===== config.mk =====
export PLATFORM = sky130hd
export DESIGN_NAME = uart_dec_frame_tx
export DESIGN_NICKNAME = d
export VERILOG_FILES = /design/src/rtl/uart_pkg.sv /design/src/rtl/uart_tx.sv /design/src/rtl/uart_dec_frame_tx.sv
export SDC_FILE = /design/constraint.sdc
export NUM_CORES = 1
export LEC_CHECK = 0
export CORE_ASPECT_RATIO = 1.5
export CORE_MARGIN = 2
export CORE_UTILIZATION = 61
export CTS_BUF_LIST = sky130_fd_sc_hd__clkbuf_8
export DETAILED_ROUTE_END_ITERATION = 7
export GPL_ROUTABILITY_DRIVEN = 0
export MAX_ROUTING_LAYER = met4
export PLACE_DENSITY = 0.93
export SETUP_SLACK_MARGIN = 0.1
export SYNTH_ARGS = -nofsm -noshare
export SYNTH_HDL_FRONTEND = slang
export SYNTH_SLANG_ARGS = --single-unit

===== constraint.sdc =====
create_clock -name sys_clk -period 4.4 [get_ports sys_clk]
set_input_delay 1.32 -clock sys_clk [delete_from_list [all_inputs] [get_ports sys_clk]]
set_output_delay 1.32 -clock sys_clk [all_outputs]
set_load 0.02 [all_outputs]

===== src/rtl/uart_pkg.sv =====
// Shared UART definitions: ASCII constants, decimal frame FSM encoding and a
// BCD correction helper used by the shift-add-3 converter.
package uart_pkg;

  localparam logic [7:0] ASCII_CR    = 8'h0D;
  localparam logic [7:0] ASCII_LF    = 8'h0A;
  localparam logic [7:0] ASCII_MINUS = 8'h2D;
  localparam logic [7:0] ASCII_ZERO  = 8'h30;

  typedef enum logic [3:0] {
    IDLE,
    LOAD,
    CONV,
    EMIT,
    WAIT_TX,
    SEP_B,
    CR_B,
    LF_B,
    DONE
  } frame_state_e;

  // Digits of 5 or more would overflow when doubled, so pre-add 3.
  function automatic logic [3:0] bcd_adjust(input logic [3:0] digit);
    return (digit >= 4'd5) ? (digit + 4'd3) : digit;
  endfunction

endpackage


===== src/rtl/uart_tx.sv =====
// 8N1 UART transmitter. A byte starts on the rising edge of uart_tx_en and
// uart_tx_done pulses for one cycle at the end of the stop bit.
module uart_tx #(
  parameter int CLKS_PER_BIT = 8
) (
  input  logic       sys_clk,
  input  logic       sys_rst_n,
  input  logic [7:0] uart_tx_data,
  input  logic       uart_tx_en,
  output logic       uart_tx_done,
  output logic       uart_txd
);

  localparam int CNT_W = (CLKS_PER_BIT > 1) ? $clog2(CLKS_PER_BIT) : 1;

  logic             en_d;
  logic             active;
  logic [8:0]       shreg;
  logic [3:0]       bit_cnt;
  logic [CNT_W-1:0] clk_cnt;

  // Edge-triggered start keeps an enable still held after done from re-sending.
  always_ff @(posedge sys_clk or negedge sys_rst_n) begin
    if (!sys_rst_n) begin
      en_d         <= 1'b0;
      active       <= 1'b0;
      shreg        <= 9'h1FF;
      bit_cnt      <= 4'd0;
      clk_cnt      <= '0;
      uart_tx_done <= 1'b0;
      uart_txd     <= 1'b1;
    end else begin
      en_d         <= uart_tx_en;
      uart_tx_done <= 1'b0;
      if (!active) begin
        if (uart_tx_en && !en_d) begin
          active   <= 1'b1;
          shreg    <= {1'b1, uart_tx_data};
          bit_cnt  <= 4'd0;
          clk_cnt  <= '0;
          uart_txd <= 1'b0;
        end
      end else if (clk_cnt == CNT_W'(CLKS_PER_BIT - 1)) begin
        clk_cnt <= '0;
        if (bit_cnt == 4'd9) begin
          active       <= 1'b0;
          uart_tx_done <= 1'b1;
        end else begin
          uart_txd <= shreg[0];
          shreg    <= {1'b1, shreg[8:1]};
          bit_cnt  <= bit_cnt + 4'd1;
        end
      end else begin
        clk_cnt <= clk_cnt + CNT_W'(1);
      end
    end
  end

endmodule


===== src/rtl/uart_dec_frame_tx.sv =====
// Converts a frame of CH_NUM samples to decimal ASCII and sends it over UART
// as "ch0,ch1,...,chN\r\n", one byte per uart_tx handshake.
module uart_dec_frame_tx
  import uart_pkg::*;
#(
  parameter int         DATA_W      = 16,
  parameter int         CH_NUM      = 4,
  parameter int         DIGITS      = 5,
  parameter bit         SIGNED      = 1'b0,
  parameter bit         LZ_SUPPRESS = 1'b0,
  parameter logic [7:0] SEP         = 8'h2C
) (
  input  logic                     sys_clk,
  input  logic                     sys_rst_n,
  input  logic [CH_NUM*DATA_W-1:0] in_data,
  input  logic                     in_valid,
  output logic                     in_ready,
  output logic                     busy,
  output logic                     frame_done,
  output logic                     uart_txd
);

  localparam int CH_W  = $clog2(CH_NUM) + 1;
  localparam int DIG_W = $clog2(DIGITS + 1);
  localparam int BIT_W = $clog2(DATA_W + 1);
  localparam int BCD_W = DIGITS * 4;

  frame_state_e state, state_next;

  logic [CH_NUM*DATA_W-1:0] frame_reg;
  logic [CH_W-1:0]          ch_idx;
  logic [DIG_W-1:0]         dig_cnt;
  logic [BIT_W-1:0]         bit_cnt;
  logic [BCD_W-1:0]         bcd_reg;
  logic [DATA_W-1:0]        mag_sr;
  logic                     neg;
  logic                     sign_pend;
  logic                     ovf;

  logic [7:0] uart_tx_data;
  logic       uart_tx_en;
  logic       uart_tx_done;

  logic [DATA_W-1:0] sample;
  logic [DATA_W:0]   mag;
  logic [BCD_W-1:0]  bcd_adj;
  logic [BCD_W-1:0]  bcd_shift;
  logic              ovf_next;
  logic [DIG_W-1:0]  nz_cnt;
  logic [DIG_W-1:0]  emit_cnt;
  logic [3:0]        cur_digit;
  logic              conv_last;
  logic              chars_left;
  logic              last_ch;
  logic              tx_ack;

  // Channel select and magnitude; DATA_W+1 bits keeps the most negative value exact.
  always_comb begin
    sample = '0;
    for (int c = 0; c < CH_NUM; c++) begin
      if (ch_idx == CH_W'(c)) sample = frame_reg[c*DATA_W +: DATA_W];
    end
    if (SIGNED && sample[DATA_W-1]) mag = {1'b0, ~sample} + (DATA_W+1)'(1);
    else                            mag = {1'b0, sample};
  end

  // One shift-add-3 step; a carry out of the top digit means the value needs more than DIGITS digits.
  always_comb begin
    bcd_adj = '0;
    for (int d = 0; d < DIGITS; d++) begin
      bcd_adj[d*4 +: 4] = bcd_adjust(bcd_reg[d*4 +: 4]);
    end
    bcd_shift = {bcd_adj[BCD_W-2:0], mag_sr[DATA_W-1]};
    ovf_next  = ovf | bcd_adj[BCD_W-1];

    nz_cnt = '0;
    for (int d = 0; d < DIGITS; d++) begin
      if (bcd_shift[d*4 +: 4] != 4'd0) nz_cnt = DIG_W'(d + 1);
    end
    if (ovf_next || !LZ_SUPPRESS) emit_cnt = DIG_W'(DIGITS);
    else if (nz_cnt == '0)        emit_cnt = DIG_W'(1);
    else                          emit_cnt = nz_cnt;

    cur_digit = 4'd0;
    for (int d = 0; d < DIGITS; d++) begin
      if (dig_cnt == DIG_W'(d + 1)) cur_digit = bcd_reg[d*4 +: 4];
    end
    if (ovf) cur_digit = 4'd9;
  end

  assign conv_last  = (bit_cnt == BIT_W'(DATA_W - 1));
  assign chars_left = sign_pend || (dig_cnt != '0);
  assign last_ch    = (ch_idx == CH_W'(CH_NUM - 1));
  assign tx_ack     = uart_tx_en && uart_tx_done;

  always_ff @(posedge sys_clk or negedge sys_rst_n) begin
    if (!sys_rst_n) state <= IDLE;
    else            state <= state_next;
  end

  always_comb begin
    state_next = state;
    in_ready   = 1'b0;
    busy       = 1'b1;
    frame_done = 1'b0;
    unique case (state)
      IDLE: begin
        in_ready = 1'b1;
        busy     = 1'b0;
        if (in_valid) state_next = LOAD;
      end
      LOAD:    state_next = CONV;
      CONV:    if (conv_last) state_next = EMIT;
      EMIT:    state_next = WAIT_TX;
      WAIT_TX: begin
        if (tx_ack) begin
          if (chars_left)   state_next = EMIT;
          else if (last_ch) state_next = CR_B;
          else              state_next = SEP_B;
        end
      end
      SEP_B:   if (tx_ack) state_next = LOAD;
      CR_B:    if (tx_ack) state_next = LF_B;
      LF_B:    if (tx_ack) state_next = DONE;
      DONE: begin
        frame_done = 1'b1;
        state_next = IDLE;
      end
      default: state_next = IDLE;
    endcase
  end

  // Datapath; the fixed-byte states drop uart_tx_en on the ack so the next state starts with it low.
  always_ff @(posedge sys_clk or negedge sys_rst_n) begin
    if (!sys_rst_n) begin
      frame_reg    <= '0;
      ch_idx       <= '0;
      dig_cnt      <= '0;
      bit_cnt      <= '0;
      bcd_reg      <= '0;
      mag_sr       <= '0;
      neg          <= 1'b0;
      sign_pend    <= 1'b0;
      ovf          <= 1'b0;
      uart_tx_data <= 8'h00;
      uart_tx_en   <= 1'b0;
    end else begin
      case (state)
        IDLE: begin
          if (in_valid) begin
            frame_reg <= in_data;
            ch_idx    <= '0;
          end
        end
        LOAD: begin
          mag_sr  <= mag[DATA_W-1:0];
          ovf     <= mag[DATA_W];
          neg     <= SIGNED && sample[DATA_W-1];
          bcd_reg <= '0;
          bit_cnt <= '0;
        end
        CONV: begin
          bcd_reg <= bcd_shift;
          mag_sr  <= mag_sr << 1;
          ovf     <= ovf_next;
          bit_cnt <= bit_cnt + BIT_W'(1);
          if (conv_last) begin
            dig_cnt   <= emit_cnt;
            sign_pend <= neg;
          end
        end
        EMIT: begin
          uart_tx_en <= 1'b1;
          if (sign_pend) begin
            uart_tx_data <= ASCII_MINUS;
            sign_pend    <= 1'b0;
          end else begin
            uart_tx_data <= ASCII_ZERO + {4'h0, cur_digit};
            dig_cnt      <= dig_cnt - DIG_W'(1);
          end
        end
        WAIT_TX: begin
          if (tx_ack) uart_tx_en <= 1'b0;
        end
        SEP_B: begin
          if (tx_ack) begin
            uart_tx_en <= 1'b0;
            ch_idx     <= ch_idx + CH_W'(1);
          end else begin
            uart_tx_en   <= 1'b1;
            uart_tx_data <= SEP;
          end
        end
        CR_B: begin
          if (tx_ack) begin
            uart_tx_en <= 1'b0;
          end else begin
            uart_tx_en   <= 1'b1;
            uart_tx_data <= ASCII_CR;
          end
        end
        LF_B: begin
          if (tx_ack) begin
            uart_tx_en <= 1'b0;
          end else begin
            uart_tx_en   <= 1'b1;
            uart_tx_data <= ASCII_LF;
          end
        end
        default: ;
      endcase
    end
  end

  uart_tx u_uart_tx (
    .sys_clk      (sys_clk),
    .sys_rst_n    (sys_rst_n),
    .uart_tx_data (uart_tx_data),
    .uart_tx_en   (uart_tx_en),
    .uart_tx_done (uart_tx_done),
    .uart_txd     (uart_txd)
  );

endmodule


==> metrics.md <==
| Metric | Value |
|---|---|
| Final period util | `80.1%` |
| Pin count of the biggest net entering global routing | `86` |
| Worst Max-Slew Pin Slew | `1.19 ns` |
| Starting DRT DRC Count | `~410` |
| Post-synth EDFFs | `0` |
| DRC violations left | `0` |
| R2r setup slk | `1.75 ns` |
| Clk pwr share | `around 45%` |
| Post-CTS Setup Bufs | `0` |
| Most frequent cells in the layout | `dfrtp_1, clkdlybuf4s50_1, mux2_2` |
| CTS sink cnt | `142` |
| Minimum clock period | `3.52 ns` |
| CP Launch Type | `flip-flop` |
| Reg-to-Reg Start | `state[2]$_DFFE_PN0P_` |
| Synth cell types | `55` |
| Final Hold Fails | `0` |
| Crit. End Element | `output port` |
| Peak supply drop | `between 0.2 and 0.25 mV` |
| First-pass GRT wire length | `between 20 and 30 mm` |
| Fill count | `701` |
| Setup-failing EPs final | `0` |
| Clk pin slew, worst setup/hold paths | `0.08 ns` |
| Area of the mapped netlist | `0.00710 mm^2` |
| Remaining Overflow, GRT | `0` |
| Hpwl dp | `11.3 mm` |
| Power, Total | `2.54 mW` |
| Pleak | `3.70 nW` |
| Worst-case clock buffer depth | `2` |
| Fmax | `284 MHz` |
| Pwr dens | `about 310 mW/mm^2` |
| Synthesized area per cell | `10.9 um^2` |
| Seq pwr share | `51.3%` |
| Rel. slew slack | `20.9%` |
| Setup Skew | `around 0.013 ns` |
| Die area | `0.0125 mm^2` |
| Flop and latch count out of synthesis | `142` |
| Die width | `~92 um` |
| Mean routed wirelength per cell | `just under 20 um` |
| Mapped Nets | `between 700 and 800` |
| Total clock buffers created by CTS | `17` |
| Worst Path Arrival | `between 2 and 2.5 ns` |
| Class of the worst hold path | `flip-flop to flip-flop` |
| Sw Ratio | `22.3%` |
| Ports | `approximately 70` |
| Seq/Total Area, Yosys | `50.2%` |
| Sw Pwr | `0.567 mW` |
| Synth warn | `0` |
| Vias | `5470` |
| Area Growth Syn to Fin | `16.4%` |
| Ant diodes | `0` |
| Outcome | `complete, no violations` |
| Worst R2R Path Depth | `4` |
| Largest area contributor in the synthesized netlist | `dfrtp_1` |
| Worst r2r dst | `state[0]$_DFFE_PN0P_` |
| CTS resizes | `0` |
| Final #Nets | `797` |
| Synth area leaders | `dfrtp_1, mux2_2, ha_1` |
| CTS H-tree depth | `4` |
| Ys async rst share | `100%` |
| Max reg flops | `64` |
| Die Height | `136 um` |
| Hold Path Sink | `u_uart_tx.en_d$_DFF_PN0_` |
| Worst-path fanout max | `18` |
| Layout cell share with drive strength beyond 1 | `16.6%` |
| Combinational power share | `under 10%` |
| Drt pass-1 iters | `5` |
| Clock insertion delay at the later pin of the skew report | `0.45 ns` |
| Commonest non-fill, non-tap cell in the layout | `dfrtp_1` |
| Top_reg_cell synth | `dfrtp_1` |
| DR vias/cell | `about 6.3` |
| Setup_tns | `0 ns` |
| Yosys top cell area share | `46.9%` |
| Area of the multi-input gates | `0.00321 mm^2` |
| Gate count after technology mapping | `between 600 and 700` |
| WHS Path Cells | `0` |
| RSZ-0062 raised after global routing | `no` |
| Port Buffers | `70` |
| Final wirelength | `17.2 mm` |
| CP Class | `flip-flop to output port` |
| CTS root buffer | `clkbuf_8` |
| Vias in the first global route | `slightly below 6000` |
| Storage element area | `0.00356 mm^2` |
| Max Cap Violations | `0` |
| Post-DRT Antenna Nets | `0` |
| Post-CTS Hold Buffers | `0` |
| GRT Util Overall | `30.3%` |
| Row cnt | `48` |
| Initial antenna violation count | `0` |
| Final slew viol count | `0` |
| TritonCTS clock tree | `built` |
| Worst hold start | `uart_tx_en$_DFFE_PN0P_` |
| Worst EP required | `3.08 ns` |
| Initial Utilization | `just over 60%` |
| Int Power | `1.97 mW` |
| Area of the core | `0.0114 mm^2` |
-- metal layers --
layer	wire (um)	share of wire [%]	global-route usage (%)
met1	6290	37	32.6
met2	9520	55	53.7
met3	739	4.3	5.82
met4	641	3.7	14.1
met5	0	0	-
-- power by group through the flow --
stage               logic (mW)  clock network [mW]  registers, mW
floorplan             0.000698                   0           1.33
global placement        0.0871                   0           1.33
detailed placement      0.0893                   0           1.33
CTS                     0.0906                1.15           1.30
global route            0.0976                1.21           1.30
finish                  0.0890                1.15           1.30
-- worst max-delay path by stage --
stage / from / cells past startpoint / endpoint / slack (ns)
after floorplan: state[1]$_DFFE_PN0P_ / 3 / frame_done / 1.59
after global placement: in_valid / 4 / frame_reg[4]$_DFFE_PN0P_ / 1.39
after detailed placement: in_valid / 4 / frame_reg[38]$_DFFE_PN0P_ / 1.32
after CTS: state[0]$_DFFE_PN0P_ / 3 / busy / 0.87
after global routing: state[0]$_DFFE_PN0P_ / 3 / busy / 0.77
final: state[0]$_DFFE_PN0P_ / 3 / busy / 0.88
-- per-stage QoR --
step / hold WS (ns) / utilization (%) / worst slack [ns] / cells / cell area [um^2]
finish: 0.472 / 72.4 / 0.875 / 867 / 8270
global placement: 0.442 / 68.7 / 1.39 / 835 / 7840
detailed placement: 0.457 / 68.7 / 1.32 / 835 / 7840
floorplan: 0.421 / - / 1.59 / 652 / 7100
CTS: 0.476 / 72.4 / 0.870 / 867 / 8270
global route: 0.506 / 72.4 / 0.772 / 867 / 8270
-- cell type report --
| cell class | count | area share [%] |
|---|---|---|
| clock buffer | 17 | 2.83 |
| tap | 150 | 2.27 |
| timing repair buffer | 75 | 9.10 |
| clock inverter | 15 | 2.38 |
| multi-input combinational | 436 | 38.9 |
| sequential | 142 | 43.1 |
| inverter | 32 | 1.45 |
-- worst max-delay path: stages (launching register included) --
cell and delay, ns:
dfrtp_1 0.62, nor4_4 0.40, inv_1 0.16, clkdlybuf4s50_1 0.58
-- cells in the mapped netlist, drive strengths merged (3+ instances only) --
master  instances
a32o            5
nand3b         12
clkbuf         21
and3            4
a22o           15
a32oi           7
nand2b         17
xnor2           8
nand3           5
ha             26
dfrtp         133
nor2b           3
nor3            4
o21ai          65
mux2i          12
o22ai          14
a221oi          9
nor2           19
o31ai           8
inv            32
a21oi          40
dfstp           9
buf            21
o32ai           5
a211oi         10
or3             3
mux2           64
xor2            6
nand2          51
-- cell families after synthesis --
kind of cell / after synthesis / synth area share (%)
AOI/OAI and AO/OA: 192 / 17.6
DFF: 142 / 50.2
and+or+nand+nor: 128 / 9.46
muxes: 76 / 11.8
buffers and inverters: 74 / 4.63
adders and majority gates: 26 / 4.58
xor gates and xnor gates: 14 / 1.73
(Power assumes the default switching activity.)
